==> src/rtl/spo_response_compactor_pkg.sv <==
// Shared harness definitions: FSM state encoding, default MISR constants and
// the MISR step function also used by the stimulus-side generator.
package spo_harness_pkg;

    typedef enum logic [1:0] {IDLE, RUN, DRAIN, DONE} state_t;

    localparam int MISR_W = 16;
    typedef logic [MISR_W-1:0] misr_t;

    localparam misr_t POLY_DEFAULT = 16'h1021;
    localparam misr_t SEED_DEFAULT = 16'h0000;

    // One MISR step: shift left, fold the outgoing MSB back through the taps, xor in data.
    function automatic misr_t misr_next(input misr_t sig, input misr_t data, input misr_t poly);
        return {sig[MISR_W-2:0], 1'b0} ^ (sig[MISR_W-1] ? poly : '0) ^ data;
    endfunction

endpackage

==> src/rtl/spo_response_compactor_if.sv <==
// Harness-side bundle between the stimulus driver and the response compactor.
interface spo_response_compactor_if #(
    parameter int OUT_W = 4,
    parameter int SIG_W = 16,
    parameter int CNT_W = 16
);
    logic             start;
    logic [CNT_W-1:0] num_vec;
    logic             launch;
    logic [OUT_W-1:0] dut_out;
    logic             busy;
    logic             done;
    logic [SIG_W-1:0] signature;
    logic [CNT_W-1:0] sample_cnt;
    logic             overrun;

    modport master (
        output start, num_vec, launch, dut_out,
        input  busy, done, signature, sample_cnt, overrun
    );

    modport slave (
        input  start, num_vec, launch, dut_out,
        output busy, done, signature, sample_cnt, overrun
    );
endinterface

==> src/rtl/spo_response_compactor_valid_delay.sv <==
// LAT-deep shift register of launch valids; its output marks the cycle in which
// the DUT response to that launch is present on dut_out.
module spo_valid_delay #(
    parameter int LAT = 3
) (
    input  logic clk,
    input  logic rst,
    input  logic in,
    output logic out
);
    logic [LAT-1:0] pipe;

    // NOTE: the valid pipe is control state, so it is reset; a reset here is what
    // discards in-flight launches when a run is aborted.
    always_ff @(posedge clk) begin
        if (rst) begin
            pipe <= '0;
        end else begin
            // NOTE: non-blocking assignments let every stage shift from the old values.
            pipe[0] <= in;
            for (int i = 1; i < LAT; i++) begin
                pipe[i] <= pipe[i-1];
            end
        end
    end

    assign out = pipe[LAT-1];
endmodule

==> src/rtl/spo_response_compactor.sv <==
// Receive-side compactor: counts launches, samples dut_out LAT clocks after each
// accepted launch, folds samples into a MISR and pulses done after num_vec samples.
module spo_response_compactor
    import spo_harness_pkg::*;
#(
    parameter int          OUT_W = 4,
    parameter int          SIG_W = MISR_W,
    parameter logic [SIG_W-1:0] POLY = POLY_DEFAULT,
    parameter logic [SIG_W-1:0] SEED = SEED_DEFAULT,
    parameter int          LAT   = 3,
    parameter int          CNT_W = 16
) (
    input logic                    clk,
    input logic                    rst,
    spo_response_compactor_if.slave bus
);
    state_t           state, state_nx;
    logic [CNT_W-1:0] num_lat;
    logic [CNT_W-1:0] launch_cnt;
    logic [CNT_W-1:0] sample_cnt;
    logic [SIG_W-1:0] sig;
    logic [OUT_W-1:0] sample_word;
    logic             overrun;
    logic             start_ok;
    logic             launch_ok;
    logic             last_launch;
    logic             sample;
    logic             busy;
    logic             done;

    assign start_ok    = (state == IDLE) && bus.start;
    assign launch_ok   = (state == RUN) && bus.launch;
    assign last_launch = launch_ok && ((launch_cnt + CNT_W'(1)) == num_lat);
    assign sample_word = bus.dut_out;

    spo_valid_delay #(.LAT(LAT)) u_valid_delay (
        .clk (clk),
        .rst (rst),
        .in  (launch_ok),
        .out (sample)
    );

    always_ff @(posedge clk) begin
        if (rst) state <= IDLE;
        else     state <= state_nx;
    end

    // NOTE: default assignment first so every path drives state_nx (no latch).
    always_comb begin
        state_nx = state;
        unique case (state)
            IDLE:    if (bus.start) state_nx = (bus.num_vec == '0) ? DONE : RUN;
            RUN:     if (last_launch) state_nx = DRAIN;
            DRAIN:   if (sample_cnt == num_lat) state_nx = DONE;
            DONE:    state_nx = IDLE;
            default: state_nx = IDLE;
        endcase
    end

    always_comb begin
        busy = (state == RUN) || (state == DRAIN);
        done = (state == DONE);
    end

    always_ff @(posedge clk) begin
        if (rst) begin
            num_lat    <= '0;
            launch_cnt <= '0;
            sample_cnt <= '0;
            sig        <= SEED;
            overrun    <= 1'b0;
        end else begin
            // The pipe is always empty in IDLE, so a sample never coincides with a start.
            if (start_ok) begin
                num_lat    <= bus.num_vec;
                launch_cnt <= '0;
                sample_cnt <= '0;
                sig        <= SEED;
            end else begin
                if (launch_ok) launch_cnt <= launch_cnt + CNT_W'(1);
                if (sample) begin
                    sig        <= misr_next(sig, misr_t'(sample_word), misr_t'(POLY));
                    sample_cnt <= sample_cnt + CNT_W'(1);
                end
            end
            // A stray launch on the same edge as the clearing start still leaves overrun set.
            if (bus.launch && (state != RUN)) overrun <= 1'b1;
            else if (start_ok)                 overrun <= 1'b0;
        end
    end

    assign bus.busy       = busy;
    assign bus.done       = done;
    assign bus.signature  = sig;
    assign bus.sample_cnt = sample_cnt;
    assign bus.overrun    = overrun;
endmodule

==> src/flat_wrapper.sv <==
// flat-port wrapper written by rule: the top's interface ports become plain ports
module spo_response_compactor_flat import spo_harness_pkg::*;
#(
    parameter int          OUT_W = 4,
    parameter int          SIG_W = MISR_W,
    parameter logic [SIG_W-1:0] POLY = POLY_DEFAULT,
    parameter logic [SIG_W-1:0] SEED = SEED_DEFAULT,
    parameter int          LAT   = 3,
    parameter int          CNT_W = 16
)
  (clk, rst, bus_start, bus_num_vec, bus_launch, bus_dut_out, bus_busy, bus_done, bus_signature, bus_sample_cnt, bus_overrun);
  spo_response_compactor_if #(.OUT_W(OUT_W), .SIG_W(SIG_W), .CNT_W(CNT_W)) bus_i ();
  input logic clk;
  input logic rst;
  input wire logic [$bits(bus_i.start)-1:0] bus_start;
  input wire logic [$bits(bus_i.num_vec)-1:0] bus_num_vec;
  input wire logic [$bits(bus_i.launch)-1:0] bus_launch;
  input wire logic [$bits(bus_i.dut_out)-1:0] bus_dut_out;
  output wire logic [$bits(bus_i.busy)-1:0] bus_busy;
  output wire logic [$bits(bus_i.done)-1:0] bus_done;
  output wire logic [$bits(bus_i.signature)-1:0] bus_signature;
  output wire logic [$bits(bus_i.sample_cnt)-1:0] bus_sample_cnt;
  output wire logic [$bits(bus_i.overrun)-1:0] bus_overrun;
  assign bus_i.start = bus_start;
  assign bus_i.num_vec = bus_num_vec;
  assign bus_i.launch = bus_launch;
  assign bus_i.dut_out = bus_dut_out;
  assign bus_busy = bus_i.busy;
  assign bus_done = bus_i.done;
  assign bus_signature = bus_i.signature;
  assign bus_sample_cnt = bus_i.sample_cnt;
  assign bus_overrun = bus_i.overrun;
  spo_response_compactor #(.OUT_W(OUT_W), .SIG_W(SIG_W), .POLY(POLY), .SEED(SEED), .LAT(LAT), .CNT_W(CNT_W)) u_core (.clk(clk), .rst(rst), .bus(bus_i));
endmodule
==> config.mk <==
export PLATFORM = sky130hd
export DESIGN_NAME = spo_response_compactor_flat
export DESIGN_NICKNAME = d
export VERILOG_FILES = /design/src/rtl/spo_response_compactor_pkg.sv /design/src/rtl/spo_response_compactor_if.sv /design/src/rtl/spo_response_compactor_valid_delay.sv /design/src/rtl/spo_response_compactor.sv /design/src/flat_wrapper.sv
export SDC_FILE = /design/constraint.sdc
export NUM_CORES = 1
export LEC_CHECK = 0
export CORE_MARGIN = 2
export CORE_UTILIZATION = 50
export CTS_CLUSTER_SIZE = 40
export DETAILED_ROUTE_END_ITERATION = 16
export PLACE_DENSITY = 0.75
export SLEW_MARGIN = 10
export SYNTH_ARGS = -nofsm -noshare
export SYNTH_HDL_FRONTEND = slang
export SYNTH_HIERARCHICAL = 1
export SYNTH_SLANG_ARGS = --single-unit
==> constraint.sdc <==
create_clock -name clk -period 5.75 [get_ports clk]
set_input_delay 1.4375 -clock clk [delete_from_list [all_inputs] [get_ports clk]]
set_output_delay 1.4375 -clock clk [all_outputs]
set_load 0.01 [all_outputs]
Word-level counts from Yosys, hierarchy flattened
Cells that the tools add are included.
{"block": "op_classes", "addsub": 2, "multipliers": 0, "n_div": 0, "magnitude_cmp": 0, "n_eq_ne": 9, "shift": 0, "muxes": 8, "bitwise_logic": 2, "n_reduce_logical": 10}
{"cell": "adder 16 x 1 -> 16 bit (second input constant)", "count": 2}
{"cell": "== test 16 bit", "count": 2}
{"cell": "zero test 16 bit", "count": 1}
{"cell": "bitwise XOR 16 bit", "count": 1}
{"cell": "bitwise XOR 16 x 4 -> 16 bit", "count": 1}
{"cell": "2-to-1 mux 13 bit", "count": 1}
{"cell": "2-to-1 mux 2 bit", "count": 4}
{"cell": "one-hot mux 2 bit (4 select lines)", "count": 1}
{"cell": "inequality test 2 x 1 -> 1 bit (second input constant)", "count": 3}
{"cell": "== test 2 bit (second input constant)", "count": 2}
{"cell": "logical AND 1 bit", "count": 4}
{"cell": "AND reduction 3 bit", "count": 1}
{"cell": "== test 2 x 1 -> 1 bit (second input constant)", "count": 1}
{"cell": "zero test 2 bit", "count": 1}
{"cell": "2-to-1 mux 1 bit", "count": 2}
{"cell": "inequality test 2 bit (second input constant)", "count": 1}
{"cell": "nonzero test 2 bit", "count": 1}
{"cell": "OR reduction 2 bit", "count": 1}
{"cell": "logical OR 1 bit", "count": 1}
{"block": "totals", "regBits": 70, "latchBits": 0, "ram_bits": 0, "romBits": 0, "input_bits": 24, "out_inout_bits": 35, "mem_count": 0}

Logic depth before layout (Yosys ltp)
Gate-level depths: netlist of run 1.
{"block": "logic_depth", "depth_word": 5, "depth_mapped": 10}

Hierarchy
The synthesis of run 1 kept the hierarchy.
{"mod": "spo_response_compactor", "instances": 1, "cells_each": 415, "area_each_um2": 3533.4}
{"mod": "spo_valid_delay", "instances": 1, "cells_each": 6, "area_each_um2": 78.8}

Worst setup path after synthesis of run 1
No wires, ideal clock.
{"block": "synth_path", "path_kind": "input -> register", "start": "input port bus_num_vec[1]", "end": "register u_core.state[1]", "t_arrival_ns": 2.720, "setup_slack_ns": 2.963, "cell_stages": 7, "cell_sequence": "or4_1 nor3_1 nand4_1 a21bo_2 nor4_1 a2bb2oi_1 o21ai_2"}
{"block": "synth_via", "elab_chain_len": 4}
{"item": "from (decl)", "line": "flat_wrapper.sv:16", "rtl": "input wire logic [$bits(bus_i.num_vec)-1:0] bus_num_vec;"}
{"item": "zero test 16 bit", "line": "spo_response_compactor.sv:52", "rtl": "IDLE: if (bus.start) state_nx = (bus.num_vec == '0) ? DONE : RUN;"}
{"item": "2-to-1 mux 2 bit (2 in series)", "line": "spo_response_compactor.sv:52"}
{"item": "one-hot mux 2 bit (4 select lines)", "line": "spo_response_compactor.sv:51", "rtl": "unique case (state)"}
{"item": "to (signal assigned)", "line": "spo_response_compactor.sv:45", "rtl": "else state <= state_nx;"}
{"item": "to (decl)", "line": "spo_response_compactor.sv:17", "rtl": "state_t state, state_nx;"}
No other way between the ends. The select of a mux whose other input is x is not followed.
A chain may end at the register's enable or synchronous reset.

Final worst setup path of run 1
{"block": "layout_path", "start": "input port rst", "end": "register u_core.sig[12], in the netlist u_core/bus.signature[12]"}
{"block": "layout_via", "elab_chain_len": 1}
{"item": "from (decl)", "line": "flat_wrapper.sv:14", "rtl": "input logic rst;"}
{"item": "OR reduction 2 bit (no line)"}
{"item": "to (signal assigned)", "line": "spo_response_compactor.sv:82", "rtl": "sig <= misr_next(sig, misr_t'(sample_word), misr_t'(POLY));"}
{"item": "to (decl)", "line": "spo_response_compactor.sv:21", "rtl": "logic [SIG_W-1:0] sig;"}
No other way between the ends.

==> results of run 1 <==
-- worst max path at each step --
stage	from	endpoint	slack, ns	depth (start not counted)
CTS	rst	u_core/bus.signature[0]	2.45	4
detailed placement	rst	u_core/bus.signature[0]	2.08	4
global placement	bus_launch	u_core/state[1]	2.13	9
floorplan	bus_num_vec[1]	u_core/state[1]	2.96	7
finish	rst	u_core/bus.signature[12]	2.44	4
global route	bus_launch	u_core/state[1]	2.23	9
-- placed cells by master (no fill, tap or decap), types with 9 or more instances in the layout --
cell type / synthesis / final
nand2_1: 47 / 47
a21oi_1: 27 / 27
xnor2_1: 44 / 44
dfxtp_1: 70 / 70
mux2i_1: 13 / 13
nand4_1: 14 / 14
nor3_1: 9 / 9
clkdlybuf4s50_1: 0 / 58
xor2_1: 24 / 24
nor2_1: 51 / 51
nand3_1: 11 / 11
clkbuf_8: 0 / 11
-- logic make-up (layout without fill, tap and decap cells) --
| group | Yosys count | after routing |
|---|---|---|
| simple gates | 176 | 176 |
| flops | 70 | 70 |
| xor+xnor | 68 | 68 |
| compound gates | 57 | 57 |
| buf+inv | 29 | 82 |
| mux | 14 | 14 |
| fa+ha+maj | 7 | 7 |
-- state kept, by name (all words and copies together) (netlist names) --
signal	flops
u_core/u_valid_delay/pipe	3
u_core/state	2
u_core/bus.signature	16
u_core/launch_cnt	16
u_core/bus.overrun	1
u_core/bus.sample_cnt	16
u_core/num_lat	16
-- power breakdown --
part	leakage, nW	switching (W)	internal [W]
registers	0.567	0.0000419	0.000511
logic	0.814	0.000139	0.000120
clock network	0.140	0.000184	0.000357
total	1.52	0.000366	0.000988
-- critical path, delay by kind of cell --
kind	cells	cell delay, ns
buffers and inverters	2	1.49
AO/OA/AOI/OAI	1	0.11
AND/OR/NAND/NOR	1	0.41
-- routing by layer --
layer  global-route usage  vias up  share of wire
met1               0.2825     1465           0.46
met3              0.04617       16          0.044
li1                     -     1545              -
met5                    0        -              0
met2               0.3799       86           0.48
met4              0.07056        0          0.015
-- metrics by stage --
stage	utilization	area, sq um	std cells
after global routing	0.6518	4502	570
final	0.6518	4502	570
after detailed placement	0.6112	4222	554
after floorplan	-	3612	421
after global placement	0.6112	4222	554
after CTS	0.6518	4502	570
-- area by class of cell --
class | instances | share of cell area
inverters | 7 | 0.005837
repair buffers | 59 | 0.1306
flip-flops and latches | 70 | 0.3113
clock inverters | 5 | 0.02863
multi-input cells | 322 | 0.4633
well taps | 96 | 0.02668
clock buffers | 11 | 0.03363
==> impl_metrics.tcl, run 1 <==
set metrics [dict create \
    holdBufCountCts 0 \
    p_per_area_nw_per_um2 300.7 \
    startpoint_type "primary input" \
    diodes 0 \
    r2r_end "u_core/state[1]" \
    multi_input_area_sq_um 2086 \
    worstSetupPathType "in2reg" \
    cts_tree "done" \
    wl_microns 8409 \
    portBuffers 58 \
    hold_path_depth 1 \
    cts_max_level 3 \
    ys_ff_latch 70 \
    status "completed" \
    synth.mux.area_fraction 0.03914 \
    syn_area_sq_um 3612 \
    cts_setup_buffers 0 \
    synth_area_leader_cell "dfxtp_1" \
    layout.nets 500 \
    synthArstFlopShare 0 \
    crit_chain "clkdlybuf4s50_1 -> nand2b_1 -> buf_4 -> a211oi_1" \
    core_sq_um 6907 \
    layout-drive-gt1-share 0.06329 \
    grt_pass1_wl_microns 13740 \
    crit_path_max_fanout 39 \
    min_path_type "reg2reg" \
    vias_per_cell 5.460 \
    synth_top_cells_by_area "dfxtp_1, xnor2_1, xor2_1, nor2_1, nand2_1" \
    start_util 0.5230 \
    synth.most_common_cell "dfxtp_1" \
    required_ns 5.91 \
    drc 0 \
    yosysTopAreaCellShare 0.3879 \
    dp_slack_ns 2.084 \
    die_w_microns 89.00 \
    cts_num_sinks 70 \
    p_leak_nw 1.521 \
    die_h_microns 89.00 \
    dr.first_iter.drc_count 187 \
    rows 30 \
    gp_congestion 0.8603 \
    cap_violations 0 \
    cts_buffers 9 \
    ys_types 53 \
    arrival_ns 3.47 \
    hold-path-endpoint "u_core/u_valid_delay/pipe[2]" \
    clk_pin_slew_worst_paths_ns 0.08 \
    die_area_sq_um 7920 \
    design_power_total_w 0.001353 \
    finalCriticalPeriod_ns 3.313 \
    clk_latency_ns 0.34 \
    vias 3112 \
    worst_r2r_path_depth 10 \
    ys_seq_area_frac 0.3879 \
    synth_flop_cell "dfxtp_1" \
    synth_top_family_by_area "simple AND/OR/NAND/NOR gates" \
    first_pass_iters 5 \
    worst_pin_slew_ns 1.151 \
    fin_crit_sh 0.5762 \
    grt_pass1_vias 2924 \
    synth_compound_area_frac 0.1070 \
    syn_to_final_growth_pct 24.63 \
    r2r-start "u_core/state[1]" \
    synth_adder_area_share 0.02425 \
    drv_slew 0 \
    seqCellArea_sq_um 1401 \
    synthCells 421 \
    ys.warnings.count 6 \
    ir_drop_mv 0.2063 \
    root_buffer "clkbuf_8" \
    finalSetupTns_ns 0 \
    syn_avg_cell_area_sq_um 8.580 \
    slew-limit-headroom 0.2319 \
    slowest_stage "clkdlybuf4s50_1" \
    hold_slack_ns 0.4552 \
    grt_max_degree 40 \
    track_usage 0.2225 \
    rrSetupSlack_ns 3.23 \
    synthXorXnorAreaFrac 0.1649 \
    synth_nets 452 \
    synth-simple-area-share 0.2421 \
    dpl.hpwl_microns 6016 \
    cpPeakStageDelay_ns 1.04 \
    cp-end-kind "register" \
    detail-route-antenna-nets 0 \
    clockBufferDepth 2 \
    io_pins 59 \
    fin_skew_ns 0.005596 \
    antenna_found_initial 0 \
    hold_violations 0 \
    num-fill-cells 609 \
    post_cts_resized 0 \
    routedWlPerCell_microns 14.75 \
    worst_slack_ns 2.437 \
    setup_viol 0 \
    grt.overflow.total 0 \
    fmax_mhz 301.8 \
    min-delay-start "u_core/u_valid_delay/pipe[1]" \
    synth_common_cells "dfxtp_1, nor2_1, nand2_1" \
    rsz0062_at_grt "no" \
    synth_edf_count 0 \
]
(Power assumes the default switching activity.)
==> run 2: changes to the inputs <==
--- a/config.mk
+++ b/config.mk
@@ -6,10 +6,10 @@
 export NUM_CORES = 1
 export LEC_CHECK = 0
 export CORE_MARGIN = 2
-export CORE_UTILIZATION = 50
+export CORE_UTILIZATION = 48
 export CTS_CLUSTER_SIZE = 40
 export DETAILED_ROUTE_END_ITERATION = 16
-export PLACE_DENSITY = 0.75
+export PLACE_DENSITY = 0.76
 export SLEW_MARGIN = 10
 export SYNTH_ARGS = -nofsm -noshare
 export SYNTH_HDL_FRONTEND = slang
==> constraint.sdc (replaced) <==
create_clock -name clk -period 2.7 [get_ports clk]
set_input_delay 0.675 -clock clk [delete_from_list [all_inputs] [get_ports clk]]
set_output_delay 0.675 -clock clk [all_outputs]
set_load 0.01 [all_outputs]
==> impl_metrics.tcl, run 2 (same netlist as run 1, synthesis figures left out) <==
set metrics [dict create \
    status "completed" \
    holdBufCountCts 0 \
    grt_pass1_vias 3031 \
    finalSetupTns_ns 0 \
    layout-drive-gt1-share 0.07307 \
    slowest_stage "dfxtp_1" \
    p_per_area_nw_per_um2 625.2 \
    dpl.hpwl_microns 6072 \
    rsz0062_at_grt "no" \
    fmax_mhz 408.8 \
    final_util 0.6245 \
    final_cell_mix "dfxtp_1, clkdlybuf4s50_1, nor2_1" \
    clk_latency_ns 0.35 \
    rows 31 \
    fin_skew_ns 0.006889 \
    min_path_type "reg2reg" \
    seqPwrFrac 0.415 \
    layout.nets 505 \
    arrival_ns 2.68 \
    core_sq_um 7253 \
    dp.cells 562 \
    crit_family "simple AND/OR/NAND/NOR gates" \
    die_area_sq_um 8236 \
    drc 0 \
    p_int_w 0.002012 \
    slew-limit-headroom 0.5968 \
    cts_setup_buffers 0 \
    cp_num_cells 8 \
    startpoint_type "register" \
    crit_path_max_fanout 10 \
    cpPeakStageDelay_ns 0.44 \
    grt.overflow.total 0 \
    grt_pass1_wl_microns 14330 \
    setup_viol 0 \
    first_pass_iters 5 \
    portBuffers 58 \
    required_ns 2.94 \
    final_common_cell "dfxtp_1" \
    p_switching_w 0.0008195 \
    wl_microns 8740 \
    cts_buffers 9 \
    cts_max_level 3 \
    rrSetupSlack_ns 0.25 \
    vias 3184 \
    cts_tree "done" \
    start_util 0.4980 \
    clk_pin_slew_worst_paths_ns 0.08 \
    routedWlPerCell_microns 15.12 \
    root_buffer "clkbuf_8" \
    die_h_microns 90.75 \
    instances_no_fill 578 \
    dr.first_iter.drc_count 191 \
    final_area_sq_um 4529 \
    gp_congestion 0.8655 \
    syn_to_final_growth_pct 25.39 \
    antenna_found_initial 0 \
    cp-end-kind "register" \
    worst_pin_slew_ns 0.6048 \
    fin_crit_sh 0.9059 \
    cap_violations 0 \
    vias_per_cell 5.509 \
    sw_frac_of_total 0.2894 \
    grt_max_degree 49 \
    num-fill-cells 618 \
    die_w_microns 90.75 \
    worst_r2r_path_depth 8 \
    placed_area_sq_um 4275 \
    crit_chain "ha_1 -> nand3_2 -> nor4_2 -> xnor2_1 -> o22ai_1 -> a2111oi_4 -> and2_4 -> o21ai_2" \
    io_pins 59 \
    hold_violations 0 \
    ir_drop_mv 0.3401 \
    clockBufferDepth 2 \
    finalCriticalPeriod_ns 2.446 \
    detail-route-antenna-nets 0 \
    diodes 0 \
    post_cts_resized 0 \
    crit_buf_inv 0 \
    drv_slew 0 \
    track_usage 0.2148 \
    p_leak_nw 1.538 \
    design_power_total_w 0.002832 \
    hold_path_depth 1 \
    worstSetupPathType "reg2reg" \
    combPwrFrac 0.208 \
    cts_num_sinks 70 \
    pwr-share-clk 0.377 \
]
-- run 2: cell types whose count changed in the layout (fill, tap and decap cells not counted) --
cell,delta
buf_12,+1
buf_4,+4
bufinv_16,-1
clkbuf_8,-1
inv_6,+2
-- run 2: final timing paths --
path / startpoint / end
worst max register to register: u_core/launch_cnt[0] / u_core/state[0]
worst min register to register: u_core/u_valid_delay/pipe[1] / u_core/u_valid_delay/pipe[2]
worst max-delay path: u_core/launch_cnt[0] / u_core/state[0]
worst min-delay path: u_core/u_valid_delay/pipe[1] / u_core/u_valid_delay/pipe[2]
-- run 2: through the flow --
| step | hold WS, ns | setup WS (ns) |
|---|---|---|
| 2_1_floorplan | 0.4138 | 0.5301 |
| 3_3_place_gp | 0.4344 | 0.06801 |
| 3_5_place_dp | 0.4357 | 0.04109 |
| 4_1_cts | 0.4482 | 0.2753 |
| 5_1_grt | 0.4658 | 0.04607 |
| 6_report | 0.4523 | 0.2541 |
-- run 2: worst reg2reg max path, cell delays in order, from the launching register on --
cell and delay [ns]:
dfxtp_1 0.44, ha_1 0.27, nand3_2 0.23, nor4_2 0.39, xnor2_1 0.16, o22ai_1 0.14, a2111oi_4 0.42, and2_4 0.23
o21ai_2 0.05
-- run 2: power by group through the flow --
stage | logic [W] | clock network (W) | registers (W)
6_report | 0.000589 | 0.00107 | 0.00118
5_1_grt | 0.000645 | 0.00112 | 0.00118
4_1_cts | 0.000587 | 0.00108 | 0.00117
3_5_place_dp | 0.000581 | 0 | 0.00120
3_3_place_gp | 0.000572 | 0 | 0.00119
2_1_floorplan | 0.000415 | 0 | 0.00117
-- run 2: routing by layer --
metal,vias up,track usage,wire length (microns)
met1,1516,0.2804,3862
met2,104,0.3588,4232
met5,-,0,0
met3,15,0.03255,506
met4,0,0.07949,138
li1,1549,-,-
-- run 2: cell type report --
class | count | area, sq um | share of cell area
clock buffer | 10 | 137.6 | 0.03039
clock inverter | 6 | 116.4 | 0.02569
inverter | 7 | 26.28 | 0.005801
multi-input combinational | 322 | 2086 | 0.4605
sequential | 70 | 1401 | 0.3094
tap | 99 | 123.9 | 0.02735
timing repair buffer | 64 | 638.1 | 0.1409
==> run 3: changes to the inputs <==
--- a/config.mk
+++ b/config.mk
@@ -6,10 +6,10 @@
 export NUM_CORES = 1
 export LEC_CHECK = 0
 export CORE_MARGIN = 2
-export CORE_UTILIZATION = 48
+export CORE_UTILIZATION = 40
 export CTS_CLUSTER_SIZE = 40
 export DETAILED_ROUTE_END_ITERATION = 16
-export PLACE_DENSITY = 0.76
+export PLACE_DENSITY = 0.65
 export SLEW_MARGIN = 10
 export SYNTH_ARGS = -nofsm -noshare
 export SYNTH_HDL_FRONTEND = slang
==> impl_metrics.tcl, run 3 (same netlist as run 1, synthesis figures left out) <==
set metrics [dict create \
    status "completed" \
    root_buffer "clkbuf_8" \
    combPwrFrac 0.219 \
    fmax_mhz 416.0 \
    die_area_sq_um 9807 \
    io_pins 59 \
    instances_no_fill 591 \
    antenna_found_initial 0 \
    rrSetupSlack_ns 0.33 \
    p_leak_nw 1.544 \
    final_area_sq_um 4548 \
    crit_end "bus_busy" \
    grt.overflow.total 0 \
    vias 3106 \
    slowest_stage "clkdlybuf4s50_1" \
    arrival_ns 1.73 \
    diodes 0 \
    core_sq_um 8721 \
    final_cell_mix "dfxtp_1, clkdlybuf4s50_1, nor2_1" \
    r2r_end "u_core/state[0]" \
    clk_pin_slew_worst_paths_ns 0.08 \
    routedWlPerCell_microns 14.41 \
    finalCriticalPeriod_ns 2.404 \
    gp_congestion 0.8732 \
    cts_setup_buffers 0 \
    crit_path_max_fanout 5 \
    cp-end-kind "output port" \
    fin_crit_sh 0.8903 \
    portBuffers 58 \
    dp.cells 575 \
    start_util 0.4142 \
    vias_per_cell 5.255 \
    finalSetupTns_ns 0 \
    sw_frac_of_total 0.2968 \
    min_path_type "reg2reg" \
    cap_violations 0 \
    cpPeakStageDelay_ns 0.54 \
    crit_chain "inv_1 -> ha_1 -> clkdlybuf4s50_1" \
    setup_viol 0 \
    startpoint "u_core/state[0]" \
    drc 0 \
    final_common_cell "dfxtp_1" \
    grt_pass1_wl_microns 14350 \
    drv_slew 0 \
    r2r-start "u_core/launch_cnt[1]" \
    worst_r2r_path_depth 8 \
    grt_max_degree 49 \
    holdBufCountCts 0 \
    die_h_microns 99.03 \
    hold_violations 0 \
    placed_area_sq_um 4317 \
    first_pass_iters 4 \
    syn_to_final_growth_pct 25.91 \
    rsz0062_at_grt "no" \
    dr.first_iter.drc_count 138 \
    required_ns 2.03 \
    cts_max_level 3 \
    p_int_w 0.001925 \
    grt_pass1_vias 2915 \
    cts_buffers 9 \
    p_per_area_nw_per_um2 602.0 \
    seqPwrFrac 0.428 \
    cts_tree "done" \
    fin_skew_ns 0.01254 \
    wl_microns 8517 \
    rows 34 \
    worstSetupPathType "reg2out" \
    layout-drive-gt1-share 0.08075 \
    worst_pin_slew_ns 0.5537 \
    detail-route-antenna-nets 0 \
    cts_num_sinks 70 \
    ir_drop_mv 0.3410 \
    clk_latency_ns 0.35 \
    p_switching_w 0.0008124 \
    startpoint_type "register" \
    post_cts_resized 0 \
    clockBufferDepth 2 \
    die_w_microns 99.03 \
    slew-limit-headroom 0.6309 \
    layout.nets 509 \
    track_usage 0.1817 \
    dpl.hpwl_microns 6176 \
    pwr-share-clk 0.353 \
]
## run 3: cell types whose count changed in the layout (fill, tap and decap cells not counted)
cell        change
clkinv_4        +1
bufinv_16       -1
clkinvlp_4      +1
buf_4           +4
inv_6           -1
## run 3: worst max-delay path, delay by kind of cell, from the launching register on
kind / cells / cell delay, ns
flops: 1 / 0.43
fa+ha+maj: 1 / 0.31
buf+inv: 2 / 0.65
## run 3: metal layers
metal  up-vias  track usage  share of wire  wire length (microns)
met5         -            0              0                      0
met4         0      0.05479          0.012                     99
met3        10      0.03901          0.043                    369
met2        61       0.2921           0.47                   3997
met1      1470       0.2451           0.48                   4050
li1       1565            -              -                      -
## run 3: area by class of cell
class | instances | area [sq um]
clock inverter | 6 | 93.84
clock buffer | 10 | 137.6
tap | 108 | 135.1
multi-input combinational | 322 | 2086
sequential | 70 | 1401
timing repair buffer | 68 | 668.1
fill | 823 | 4173
inverter | 7 | 26.28
## run 3: worst min path at each step
stage | start | to | slack, ns | depth (start not counted)
3_3_place_gp | u_core/u_valid_delay/pipe[0] | u_core/u_valid_delay/pipe[1] | 0.43 | 1
3_5_place_dp | u_core/u_valid_delay/pipe[0] | u_core/u_valid_delay/pipe[1] | 0.43 | 1
2_1_floorplan | u_core/u_valid_delay/pipe[0] | u_core/u_valid_delay/pipe[1] | 0.41 | 1
5_1_grt | u_core/u_valid_delay/pipe[0] | u_core/u_valid_delay/pipe[1] | 0.45 | 1
4_1_cts | u_core/u_valid_delay/pipe[0] | u_core/u_valid_delay/pipe[1] | 0.45 | 1
6_report | u_core/u_valid_delay/pipe[0] | u_core/u_valid_delay/pipe[1] | 0.44 | 1
## run 3: power groups by stage
| stage | Clock [W] | Combinational, W | Sequential (W) |
|---|---|---|---|
| 3_5_place_dp | 0 | 0.000601 | 0.00120 |
| 4_1_cts | 0.000992 | 0.000604 | 0.00117 |
| 2_1_floorplan | 0 | 0.000415 | 0.00117 |
| 3_3_place_gp | 0 | 0.000592 | 0.00119 |
| 6_report | 0.000966 | 0.000600 | 0.00117 |
| 5_1_grt | 0.00104 | 0.000666 | 0.00118 |
## run 3: through the flow
stage                     setup slack [ns]  hold WS (ns)    util  total power, W
after global routing                0.1655        0.4510  0.5215        0.002888
after CTS                           0.2806        0.4469  0.5215        0.002767
after detailed placement           0.09810        0.4270  0.4950        0.001796
after floorplan                     0.5301        0.4138       -        0.001581
final                               0.2962        0.4413  0.5215        0.002738
after global placement              0.1309        0.4270  0.4950        0.001787
